[config.mk]
export PLATFORM = sky130hd
export DESIGN_NAME = rr_hold_arbiter
export DESIGN_NICKNAME = d
export VERILOG_FILES = /design/src/rtl/arbiter_pkg.sv /design/src/rtl/rr_pick.sv /design/src/rtl/rr_hold_arbiter.sv
export SDC_FILE = /design/constraint.sdc
export NUM_CORES = 1
export LEC_CHECK = 0
export ABC_AREA = 1
export BUFFER_PORTS_ARGS = -buffer_cell sky130_fd_sc_hd__buf_4
export CAP_MARGIN = 20
export CORE_UTILIZATION = 26
export CTS_BUF_LIST = sky130_fd_sc_hd__clkbuf_16
export DETAILED_ROUTE_END_ITERATION = 8
export GPL_ROUTABILITY_DRIVEN = 1
export PLACE_DENSITY = 0.39
export SYNTH_ARGS = -nofsm -noshare
export SYNTH_HDL_FRONTEND = slang
export SYNTH_SLANG_ARGS = --single-unit
[constraint.sdc]
create_clock -name clk -period 4.2 [get_ports clk]
set_clock_uncertainty 0.1 [all_clocks]
set_input_delay 0.84 -clock clk [delete_from_list [all_inputs] [get_ports clk]]
set_output_delay 0.84 -clock clk [all_outputs]
set_load 0.05 [all_outputs]
[src/rtl/arbiter_pkg.sv]
// Shared types and helpers for the round-robin arbiter family.
package arbiter_pkg;

  typedef enum logic {
    IDLE = 1'b0,
    HOLD = 1'b1
  } arb_state_e;

  // Index width for n items; never narrower than one bit.
  function automatic int id_w(input int n);
    return (n <= 2) ? 1 : $clog2(n);
  endfunction

endpackage

[src/rtl/rr_pick.sv]
// Combinational circular priority picker: first set req bit starting at ptr.
module rr_pick
  import arbiter_pkg::*;
#(
  parameter  int NUM_PORTS = 4,
  localparam int ID_W      = id_w(NUM_PORTS)
) (
  input  logic [NUM_PORTS-1:0] req,
  input  logic [ID_W-1:0]      ptr,
  output logic                 valid,
  output logic [ID_W-1:0]      winner
);

  logic [2*NUM_PORTS-1:0] dbl;
  logic [NUM_PORTS-1:0]   rot;

  // rot[i] == req[(ptr+i) mod NUM_PORTS]; scan downward so the lowest offset wins.
  always_comb begin
    dbl    = {req, req} >> ptr;
    rot    = dbl[NUM_PORTS-1:0];
    valid  = |rot;
    winner = '0;
    for (int i = NUM_PORTS - 1; i >= 0; i--) begin
      if (rot[i]) winner = ID_W'((int'(ptr) + i) % NUM_PORTS);
    end
  end

endmodule

[src/rtl/rr_hold_arbiter.sv]
// Round-robin arbiter with multi-cycle ownership: grant held until done,
// request drop, or hold timeout.
module rr_hold_arbiter
  import arbiter_pkg::*;
#(
  parameter  int NUM_PORTS = 4,
  parameter  int MAX_HOLD  = 16,
  localparam int ID_W      = id_w(NUM_PORTS)
) (
  input  logic                 clk,
  input  logic                 rst,
  input  logic [NUM_PORTS-1:0] req,
  input  logic [NUM_PORTS-1:0] done,
  output logic [NUM_PORTS-1:0] grant,
  output logic [ID_W-1:0]      grant_id,
  output logic                 busy,
  output logic                 timeout,
  output logic [ID_W-1:0]      timeout_id
);

  localparam int              CNT_W     = id_w(MAX_HOLD + 1);
  localparam bit              TO_EN     = (MAX_HOLD > 0);
  localparam logic [CNT_W-1:0] HOLD_LAST = CNT_W'((MAX_HOLD > 0) ? MAX_HOLD - 1 : 0);

  arb_state_e           state, state_n;
  logic [ID_W-1:0]      ptr, ptr_n;
  logic [CNT_W-1:0]     cnt, cnt_n;
  logic [NUM_PORTS-1:0] grant_n;
  logic [ID_W-1:0]      grant_id_n, timeout_id_n;
  logic                 timeout_n;
  logic                 pick_vld;
  logic [ID_W-1:0]      pick_id;
  logic                 owner_done, owner_req;

  rr_pick #(.NUM_PORTS(NUM_PORTS)) u_pick (
    .req    (req),
    .ptr    (ptr),
    .valid  (pick_vld),
    .winner (pick_id)
  );

  // grant is one-hot, so masking isolates the owner's bits.
  assign owner_done = |(done & grant);
  assign owner_req  = |(req & grant);
  assign busy       = |grant;

  always_comb begin
    state_n      = state;
    grant_n      = grant;
    grant_id_n   = grant_id;
    ptr_n        = ptr;
    cnt_n        = cnt;
    timeout_n    = 1'b0;
    timeout_id_n = timeout_id;
    case (state)
      IDLE: begin
        if (pick_vld) begin
          grant_n    = NUM_PORTS'(1) << pick_id;
          grant_id_n = pick_id;
          ptr_n      = (int'(pick_id) == NUM_PORTS - 1) ? '0 : pick_id + ID_W'(1);
          cnt_n      = '0;
          state_n    = HOLD;
        end
      end
      HOLD: begin
        if (owner_done || !owner_req) begin
          grant_n = '0;
          state_n = IDLE;
        end else if (TO_EN && cnt == HOLD_LAST) begin
          grant_n      = '0;
          timeout_n    = 1'b1;
          timeout_id_n = grant_id;
          state_n      = IDLE;
        end else if (TO_EN) begin
          cnt_n = cnt + CNT_W'(1);
        end
      end
    endcase
  end

  always_ff @(posedge clk or posedge rst) begin
    if (rst) begin
      state      <= IDLE;
      grant      <= '0;
      grant_id   <= '0;
      ptr        <= '0;
      cnt        <= '0;
      timeout    <= 1'b0;
      timeout_id <= '0;
    end else begin
      state      <= state_n;
      grant      <= grant_n;
      grant_id   <= grant_id_n;
      ptr        <= ptr_n;
      cnt        <= cnt_n;
      timeout    <= timeout_n;
      timeout_id <= timeout_id_n;
    end
  end

endmodule

# Word-level counts from Yosys, hierarchy flattened
# Index checks and enable logic that the tools add are counted.
totals:
  in_bits: 10
  output_inout_bits: 10
  romBits: 0
  memories: 0
  elab_cells: 54
  mem_bits_rw: 0
  latch_bits: 0
  regBits: 17
classes:
  n_eq_ne: 6
  mux: 20
  mul: 0
  shift: 2
  reduce_logical: 10
  addsub: 5
  order_cmp: 0
  bitwise: 4
  div_mod_pow: 0
ops:
  columns: ["operator", "n"]
  rows:
  - ["OR reduction 4 bit", 4]
  - ["two-way mux 5 bit", 3]
  - ["two-way mux 4 bit", 3]
  - ["two-way mux 2 bit", 5]
  - ["case mux 5 bit (2 select lines)", 1]
  - ["bitwise AND 4 bit", 2]
  - ["case mux 4 bit (2 select lines)", 1]
  - ["right shift 8 x 2 -> 4 bit", 1]
  - ["two-way mux 1 bit", 6]
  - ["inequality test 2 bit, second input constant", 3]
  - ["AND reduction 3 bit", 2]
  - ["adder 5 x 1 -> 5 bit, second input constant", 1]
  - ["equality test 5 x 4 -> 1 bit, second input constant", 1]
  - ["adder 2 x 1 -> 2 bit, second input constant", 2]
  - ["adder 2 bit, second input constant", 2]
  - ["AND reduction 2 bit", 2]
  - ["<< shifter 1 x 2 -> 4 bit, first input constant", 1]
  - ["inequality test 3 x 1 -> 1 bit, second input constant", 1]
  - ["equality test 2 x 1 -> 1 bit, second input constant", 1]
  - ["NOT 1 bit", 2]
  - ["case mux 1 bit (2 select lines)", 1]
  - ["logical NOT 1 bit", 1]
  - ["logical OR 1 bit", 1]

# Longest topological paths before layout
# Gate-level depths: netlist of the first run.
depth:
  depth_word: 8
  ltp_mapped: 16
  ltp_nobuf: 15

# Modules after synthesis
# From an unflattened synthesis of the first run, not the netlist that was laid out.
hier_totals:
  cells_unflattened: 157
  hier_area_um2: 1161.1
by_module_without_submodules:
  columns: ["module", "area_per_inst_um2", "seq_area_each_um2", "cells_per_inst", "instances"]
  rows:
  - ["rr_hold_arbiter", 910.9, 425.4, 108, 1]
  - ["rr_pick", 250.2, 0.0, 49, 1]

# Worst setup path after synthesis of the first run
# No wires, ideal clock.
synth_timing:
  path_kind: "flip-flop to output port"
  start: "reg grant[2]"
  end: "out busy"
  required_ps: 3260
  stages_incl_launch_ff: 2
  slack_ps: 1852
  path_buffers: 0
  arrival_time_ps: 1408
  path_cell_list: "dfrtp_1 or4_1"
synth_via:
  elab_chain_cells: 1
synth_rtl:
  columns: ["element", "line", "text"]
  rows:
  - ["start: declaration", "rr_hold_arbiter.sv:14", "output logic [NUM_PORTS-1:0] grant,"]
  - ["start signal: assignment", "rr_hold_arbiter.sv:92", "grant <= grant_n;"]
  - ["OR reduction 4 bit", "rr_hold_arbiter.sv:45", "assign busy = |grant;"]
  - ["end: declaration", "rr_hold_arbiter.sv:16", "output logic busy,"]
# Every way passes these cells.

# Worst setup path after layout of the first run
# Same ends and word-level chain as after synthesis.

==> impl_metrics.toml, run 1 <==
[final_layout]
finish.utilization_pct = 33.6
nFillCells = 468
syn2layout_area_growth_pct = 21.4
nets = 191
drive_gt1_share_pct = 31.0
antenna-diode-count = 0
instances_no_fill = 226

[place]
dp_hpwl_um = 2120
place_congestion = 0.796
dp_cells = 222
io_buffer_count = 19

[setup_path]
critical_path_class = "reg -> out"
startpoint = "grant[2]"
crit_required_ps = 3260
crit-reg2reg-launch = "ptr[0]"
cp_data_arrival_time_ps = 1420
cp_max_fo = 5
start_kind = "flop"
critPathCaptureType = "output pin"

[clocking]
clk_pin_slew_worst_paths_ps = 50
cts_htree_levels = 1
cts_buffers = 3
cts_tree = "done"
cts_root_buf = "clkbuf_16"
cts_resized = 0
post_cts_buffers = 0
cts.sinks = 17
postCtsHoldBufs = 0
worstSkewPairLatency_ps = 250
clock_path_buffers = 2

[detailed_routing]
via_per_inst = 4.48
ant_nets = 0
routed_wl_um = 2620
post_drt_wl_per_cell_um = 11.6
drt_iter0_drc = 57
vias = 1013
dr.pass1.iters = 6
drc = 0

[synth]
yosysUniqueCellTypes = 29
ys_top_cells_by_count = "nand2_1 (49), inv_1 (18), dfrtp_1 (17)"
yosysTopAreaCell = "dfrtp_1"
post-synth-top-count-cell = "nand2_1"
synth_top_flop_cell = "dfrtp_1"
yosysWarnings = 0
async_flop_share_pct = 100
synth.ff_latch_count = 17
synth_edf_count = 0
syn_nets = 169
seq_area_frac_synth_pct = 34.4
postSynthCellCount = 153
synth_area_mm2 = 0.00124
synth_top_area_share_pct = 34.4
avgSynthCellArea_um2 = 8.09
synthTopCellsByArea = "dfrtp_1 (34%), nand2_1 (15%), ha_1 (6.1%)"

[timing]
maxSlewViolCount = 0
fin_setup_tns_ps = 0
max_freq_ghz = 0.425
timing.hold.ws_ps = 389
finalHoldViolations = 0
max_slew_margin_pct = 55.8
worst_slew_pin_slew_ps = 662
setup_viol_count_final = 0
fin_crit_ps = 2360
rsz0062_at_grt = "no"
finalCritPeriodShare_pct = 56.1

[grt]
gr-total-overflow = 0
grt_max_degree = 18
grt_pass1_vias = 927
use_met1_pct = 16.0
antenna_found_initial = 0
grt_usage_pct = 11.4
grt.met2_usage_pct = 17.3
use_met3_pct = 2.56
grt-busiest-layer = "met2"
grt_pass1_wl_um = 4420

[pwr]
ir_drop_v = 0.000339
leakage_nw = 0.815
power_mw = 1.15
powerDensity_mw_per_mm2 = 766

[floorplan]
chipWidth_um = 71.0
fp.coreArea_mm2 = 0.00447
start_util_pct = 27.7
fp.dieH_um = 71.0
die-area_mm2 = 0.00504
rows = 24
ios = 20

[min_path]
holdCritPathClass = "reg -> reg"
holdCritStartpoint = "timeout_id[0]"

[run]
drv_cap = 0

[status]
status = "finished, final reports clean"
-- cell families after synthesis --
| kind of cell | share of synthesized area (%) |
|---|---|
| fa+ha+maj | 6.07 |
| xor+xnor | 1.42 |
| simple gates | 40.4 |
| buf+inv | 9.00 |
| flops | 34.4 |
| mux | 1.82 |
| compound gates | 6.88 |
-- sequential cells by signal, indices dropped and copies added, names as in the netlist --
register    cells
timeout         1
state           1
cnt             5
timeout_id      2
grant           4
ptr             2
grant_id        2
-- cells in the final DEF (no fill, tap or decap), types with 2 or more instances in the layout --
cell type,n
nand2_1,49
buf_4,19
inv_1,18
dfrtp_1,17
nand3_1,12
nand2_2,9
nor2_1,7
ha_1,6
nand2_4,5
o21ai_0,3
o21ai_2,3
clkbuf_16,3
nor2_2,2
nor2_4,2
nand2_8,2
o21ai_1,2
-- cell type report --
cell class,instances,area (um^2),share of cell area [%]
multi-input combinational,113,701,46.6
inverter,21,88.8,5.91
timing repair buffer,19,143,9.49
sequential,17,425,28.3
tap,52,65.1,4.33
clock inverter,1,5.00,0.333
clock buffer,3,75.1,5.00
-- report_power, final --
group          internal (mW)  leakage [nW]  total, mW  switching (mW)
Sequential             0.208         0.226      0.278          0.0705
Clock                  0.128        0.0409      0.192          0.0645
Combinational          0.236         0.548      0.680           0.443
-- path summary, 6_finish.rpt --
| kind | slack, ps | depth (start not counted) | endpoint |
|---|---|---|---|
| max | 1840 | 2 | busy |
| min | 390 | 2 | timeout_id[0] |
| max reg2reg | 2090 | 11 | ptr[1] |
| min reg2reg | 390 | 2 | timeout_id[0] |
| max in group asynchronous | 2990 | 2 | grant[3] |
| min in group asynchronous | 590 | 2 | timeout_id[1] |
-- metal layers --
metal	share of wire (%)	wire, um
met3	4.6	122
met4	1.6	42
met2	43	1130
met5	0	0
met1	51	1330
-- through the flow --
stage | setup WS [ps] | instance area (um^2)
2_1_floorplan | 1850 | 1240
3_3_place_gp | 1850 | 1420
3_5_place_dp | 1790 | 1420
4_1_cts | 1830 | 1500
5_1_grt | 1810 | 1500
6_report | 1840 | 1500
-- critical path, cell delays in order, from the launching register on --
cell and delay (ps):
dfrtp_1 420, or4_1 540, buf_4 210
Note: power is estimated with default switching activity, not from simulation.
==> run 2: changes to the inputs <==
Settings changed: PLACE_DENSITY 0.39 to 0.4.
Clock period 4.2 ns to 2.06 ns, I/O delays scaled along.
==> impl_metrics.toml, run 2 (synthesis gave the netlist of run 1 again) <==
[detailed_routing]
vias = 1005
post_drt_wl_per_cell_um = 11.4
drc = 0
drt_iter0_drc = 42
dr.pass1.iters = 6
routed_wl_um = 2620
ant_nets = 0
via_per_inst = 4.39

[timing]
rsz0062_at_grt = "yes"
fin_setup_tns_ps = 0
finalHoldViolations = 0
max_freq_ghz = 0.524
finalCritPeriodShare_pct = 92.7
max_slew_margin_pct = 54.0
fin_crit_ps = 1910
setup_slack_ps = 151
setup_viol_count_final = 0
worst_slew_pin_slew_ps = 689
maxSlewViolCount = 0

[setup_path]
critical_path_class = "reg -> reg"
crit-reg2reg-launch = "ptr[0]"
cp_common_cell = "o21ai_1"
cp_max_fo = 6
startpoint = "ptr[0]"
crit_required_ps = 2130
path_cells = "buf_4 -> xnor2_1 -> nand3_1 -> o21ai_1 -> nand2_1 -> nand2_2 -> inv_1 -> ha_1 -> o21ai_1"
cp_data_arrival_time_ps = 1980
cp_slowest_cell = "dfrtp_2"
start_kind = "flop"
critPathCaptureType = "flop"
max_stage_delay_ps = 480

[clocking]
cts_tree = "done"
cts_htree_levels = 1
cts_root_buf = "clkbuf_16"
clk_pin_slew_worst_paths_ps = 50
cts.sinks = 17
postCtsHoldBufs = 0
worstSkewPairLatency_ps = 250
cts_buffers = 3
clock_path_buffers = 2

[grt]
grt_max_degree = 18
grt_pass1_vias = 952
gr-total-overflow = 0
grt_usage_pct = 11.4
antenna_found_initial = 0
grt_pass1_wl_um = 4490

[pwr]
powerDensity_mw_per_mm2 = 1580
leakage_nw = 0.828
ir_drop_v = 0.000485

[min_path]
holdCritPathClass = "in -> async"

[final_layout]
biggestRegsByFlops = "cnt: 5 flops, grant: 4 flops"
final_cell_mix = "nand2_1 (48), buf_4 (22), inv_1 (18)"
largest_reg_flops = 5
final_common_cell = "nand2_1"
syn2layout_area_growth_pct = 23.5
largest-register = "cnt"
nets = 194
drive_gt1_share_pct = 33.3
multi_input_area_um2 = 703
nFillCells = 470
regArea_um2 = 427
antenna-diode-count = 0

[place]
place_ws_ps = 64.8
place_congestion = 0.781
io_buffer_count = 19
dp_hpwl_um = 2100

[floorplan]
die-area_mm2 = 0.00504
rows = 24
start_util_pct = 27.7
fp.dieH_um = 71.0
chipWidth_um = 71.0
ios = 20
fp.coreArea_mm2 = 0.00447

[run]
drv_cap = 0

[status]
status = "finished, final reports clean"
[run 2: critical path, delay by kind of cell (launching register included)]
family	cells	cell delay [ps]
buffers and inverters	2	250
flip-flops	1	480
adder cells (fa/ha/maj)	1	300
AO/OA/AOI/OAI	2	250
AND/OR/NAND/NOR	3	280
XOR/XNOR	1	180
[run 2: path summary, 6_finish.rpt]
kind	end	slack, ps	cells past startpoint
max reg2reg	ptr[1]	150	9
max	ptr[1]	150	9
min in group clk	timeout_id[1]	390	2
min	cnt[1]	180	2
min reg2reg	timeout_id[1]	390	2
max in group asynchronous	ptr[0]	1200	2
[run 2: where the power goes]
| part | internal (mW) | switching (mW) | total [mW] | leakage [nW] |
|---|---|---|---|---|
| clock network | 0.258 | 0.132 | 0.390 | 0.0423 |
| registers | 0.427 | 0.119 | 0.546 | 0.224 |
| logic | 0.530 | 0.941 | 1.47 | 0.562 |
[run 2: per-stage QoR]
step	hold slack (ps)	std cells	cell area (um^2)	utilization [%]	power (mW)
finish	177	229	1530	34.1	2.41
global route	231	229	1530	34.1	2.62
floorplan	238	153	1240	-	1.71
global placement	375	224	1440	32.1	2.00
CTS	211	228	1520	33.9	2.40
detailed placement	376	224	1440	32.1	2.00
[run 2: final cells by class]
class                           instances  area share, %
Timing Repair Buffer                   22           10.8
Clock buffer                            3           4.91
Multi-Input combinational cell        113           46.0
Inverter                               21           5.81
Tap cell                               52           4.26
Clock inverter                          1          0.246
Sequential cell                        17           27.9
[run 2: repair_timing]
item | in CTS | in global routing
endpoints found under the setup margin | 0 | 4
setup buffers | 0 | 1
gates resized for setup | 0 | 4
[run 2: metal layers]
metal,share of wire [%],GRT usage (%),vias up
met1,52,15.8,453
met2,43,17.5,24
li1,-,-,526
met4,0.34,3.33,0
met3,5.3,2.71,2
met5,0,0,-
==> run 3: changes to the inputs <==
Settings changed: CORE_MARGIN from default to 3.
==> impl_metrics.toml, run 3 (synthesis gave the netlist of run 1 again) <==
[timing]
fin_crit_ps = 1920
max_slew_margin_pct = 56.2
setup_slack_ps = 138
worst_slew_pin_slew_ps = 656
max_freq_ghz = 0.520
finalCritPeriodShare_pct = 93.3
maxSlewViolCount = 0
rsz0062_at_grt = "yes"
finalHoldViolations = 0
setup_viol_count_final = 0
timing.hold.ws_ps = 162
fin_setup_tns_ps = 0

[clocking]
cts_tree = "done"
worstSkewPairLatency_ps = 240
clock_path_buffers = 2
cts_buffers = 3
cts_root_buf = "clkbuf_16"
cts_htree_levels = 1
cts.sinks = 17
clk_pin_slew_worst_paths_ps = 50

[setup_path]
startpoint = "ptr[0]"
crit_required_ps = 2130
cp_data_arrival_time_ps = 1990
cp_max_fo = 6
critPathCaptureType = "flop"
ff2ff_setup_slack_ps = 140
r2r_cells = 9
start_kind = "flop"
crit-reg2reg-launch = "ptr[0]"
critical_path_class = "reg -> reg"
r2r-end = "ptr[1]"
endpoint = "ptr[1]"

[run]
drv_cap = 0

[final_layout]
largest-register = "cnt"
final_common_cell = "nand2_1"
final_cell_mix = "nand2_1 (47), buf_4 (22), inv_1 (18)"
biggestRegsByFlops = "cnt: 5 flops, grant: 4 flops"
instances_no_fill = 229
largest_reg_flops = 5
antenna-diode-count = 0
syn2layout_area_growth_pct = 23.8
nFillCells = 474
stdcell_area_mm2 = 0.00153
nets = 194
finish.utilization_pct = 34.2
drive_gt1_share_pct = 34.5

[detailed_routing]
post_drt_wl_per_cell_um = 11.7
drt-met1-wl_um = 1370
wl_met2_um = 1150
vias = 1006
top_layer = "met4"
via_per_inst = 4.39
wl_met3_um = 160
ant_nets = 0
routed_wl_um = 2680
dr.pass1.iters = 4
drt_iter0_drc = 56
drc = 0

[pwr]
leakage_nw = 0.828
combPwrFrac_pct = 61.4
ir_drop_v = 0.000520
power_frac_seq_pct = 22.8
p_switching_mw = 1.20
p_int_mw = 1.22
swShare_pct = 49.7
power_mw = 2.42
clock_power_share_pct = 15.8
powerDensity_mw_per_mm2 = 1580

[place]
dp_cells = 224
place_ws_ps = 72.5
io_buffer_count = 19
place_congestion = 0.837
dp_hpwl_um = 2130
placed_area_mm2 = 0.00144

[grt]
grt_max_degree = 18
grt_pass1_vias = 1024
antenna_found_initial = 0
gr-total-overflow = 0
grt_usage_pct = 10.5
grt_pass1_wl_um = 4570

[floorplan]
rows = 24
ios = 20
fp.dieH_um = 75.0
fp.coreArea_mm2 = 0.00447
chipWidth_um = 75.0
start_util_pct = 27.7
die-area_mm2 = 0.00562

[min_path]
holdCritPathClass = "in -> async"

[status]
status = "finished, final reports clean"
[run 3: cell counts in the layout (fill, tap and decap cells not counted)]
Identical to the previous run, type by type.
[run 3: repair_timing]
action | in CTS | in global routing
setup endpoints to repair | 0 | 4
buffers inserted | 0 | 1
hold endpoints to repair | 0 | 0
gates resized for setup | 0 | 6
hold buffers | 0 | 0
[run 3: final cells by class]
class	count	area [um^2]	area share, %
clock inverters	1	3.75	0.245
inverters	21	88.8	5.80
flip-flops and latches	17	428	27.9
multi-input cells	113	706	46.1
repair buffers	22	165	10.8
clock buffers	3	75.1	4.90
well taps	52	65.1	4.25
[run 3: power groups by stage]
stage | Combinational [mW] | Sequential, mW | Clock [mW]
floorplan | 1.09 | 0.620 | 0
global placement | 1.45 | 0.548 | 0
detailed placement | 1.45 | 0.552 | 0
CTS | 1.47 | 0.545 | 0.396
global route | 1.67 | 0.572 | 0.410
finish | 1.48 | 0.551 | 0.383
[run 3: per-layer routing]
metal | vias up | track usage (%)
li1 | 524 | -
met1 | 456 | 14.9
met2 | 24 | 16.7
met3 | 2 | 2.14
met4 | 0 | 1.78
met5 | - | 0
[run 3: worst max-delay path, cell delays in order, from the launching register on]
cell     delay, ps
dfrtp_2        470
buf_4          180
xnor2_1        180
nand3_1        100
o21ai_1        130
nand2_1         80
nand2_2        100
inv_1           80
ha_1           290
o21ai_1        130
[run 3: worst min path at each step]
stage,to,slack (ps),startpoint
6_report,timeout,160,rst
5_1_grt,cnt[0],240,rst
4_1_cts,cnt[0],210,rst
3_5_place_dp,timeout_id[1],380,timeout_id[1]
3_3_place_gp,timeout_id[1],370,timeout_id[1]
2_1_floorplan,cnt[0],240,rst
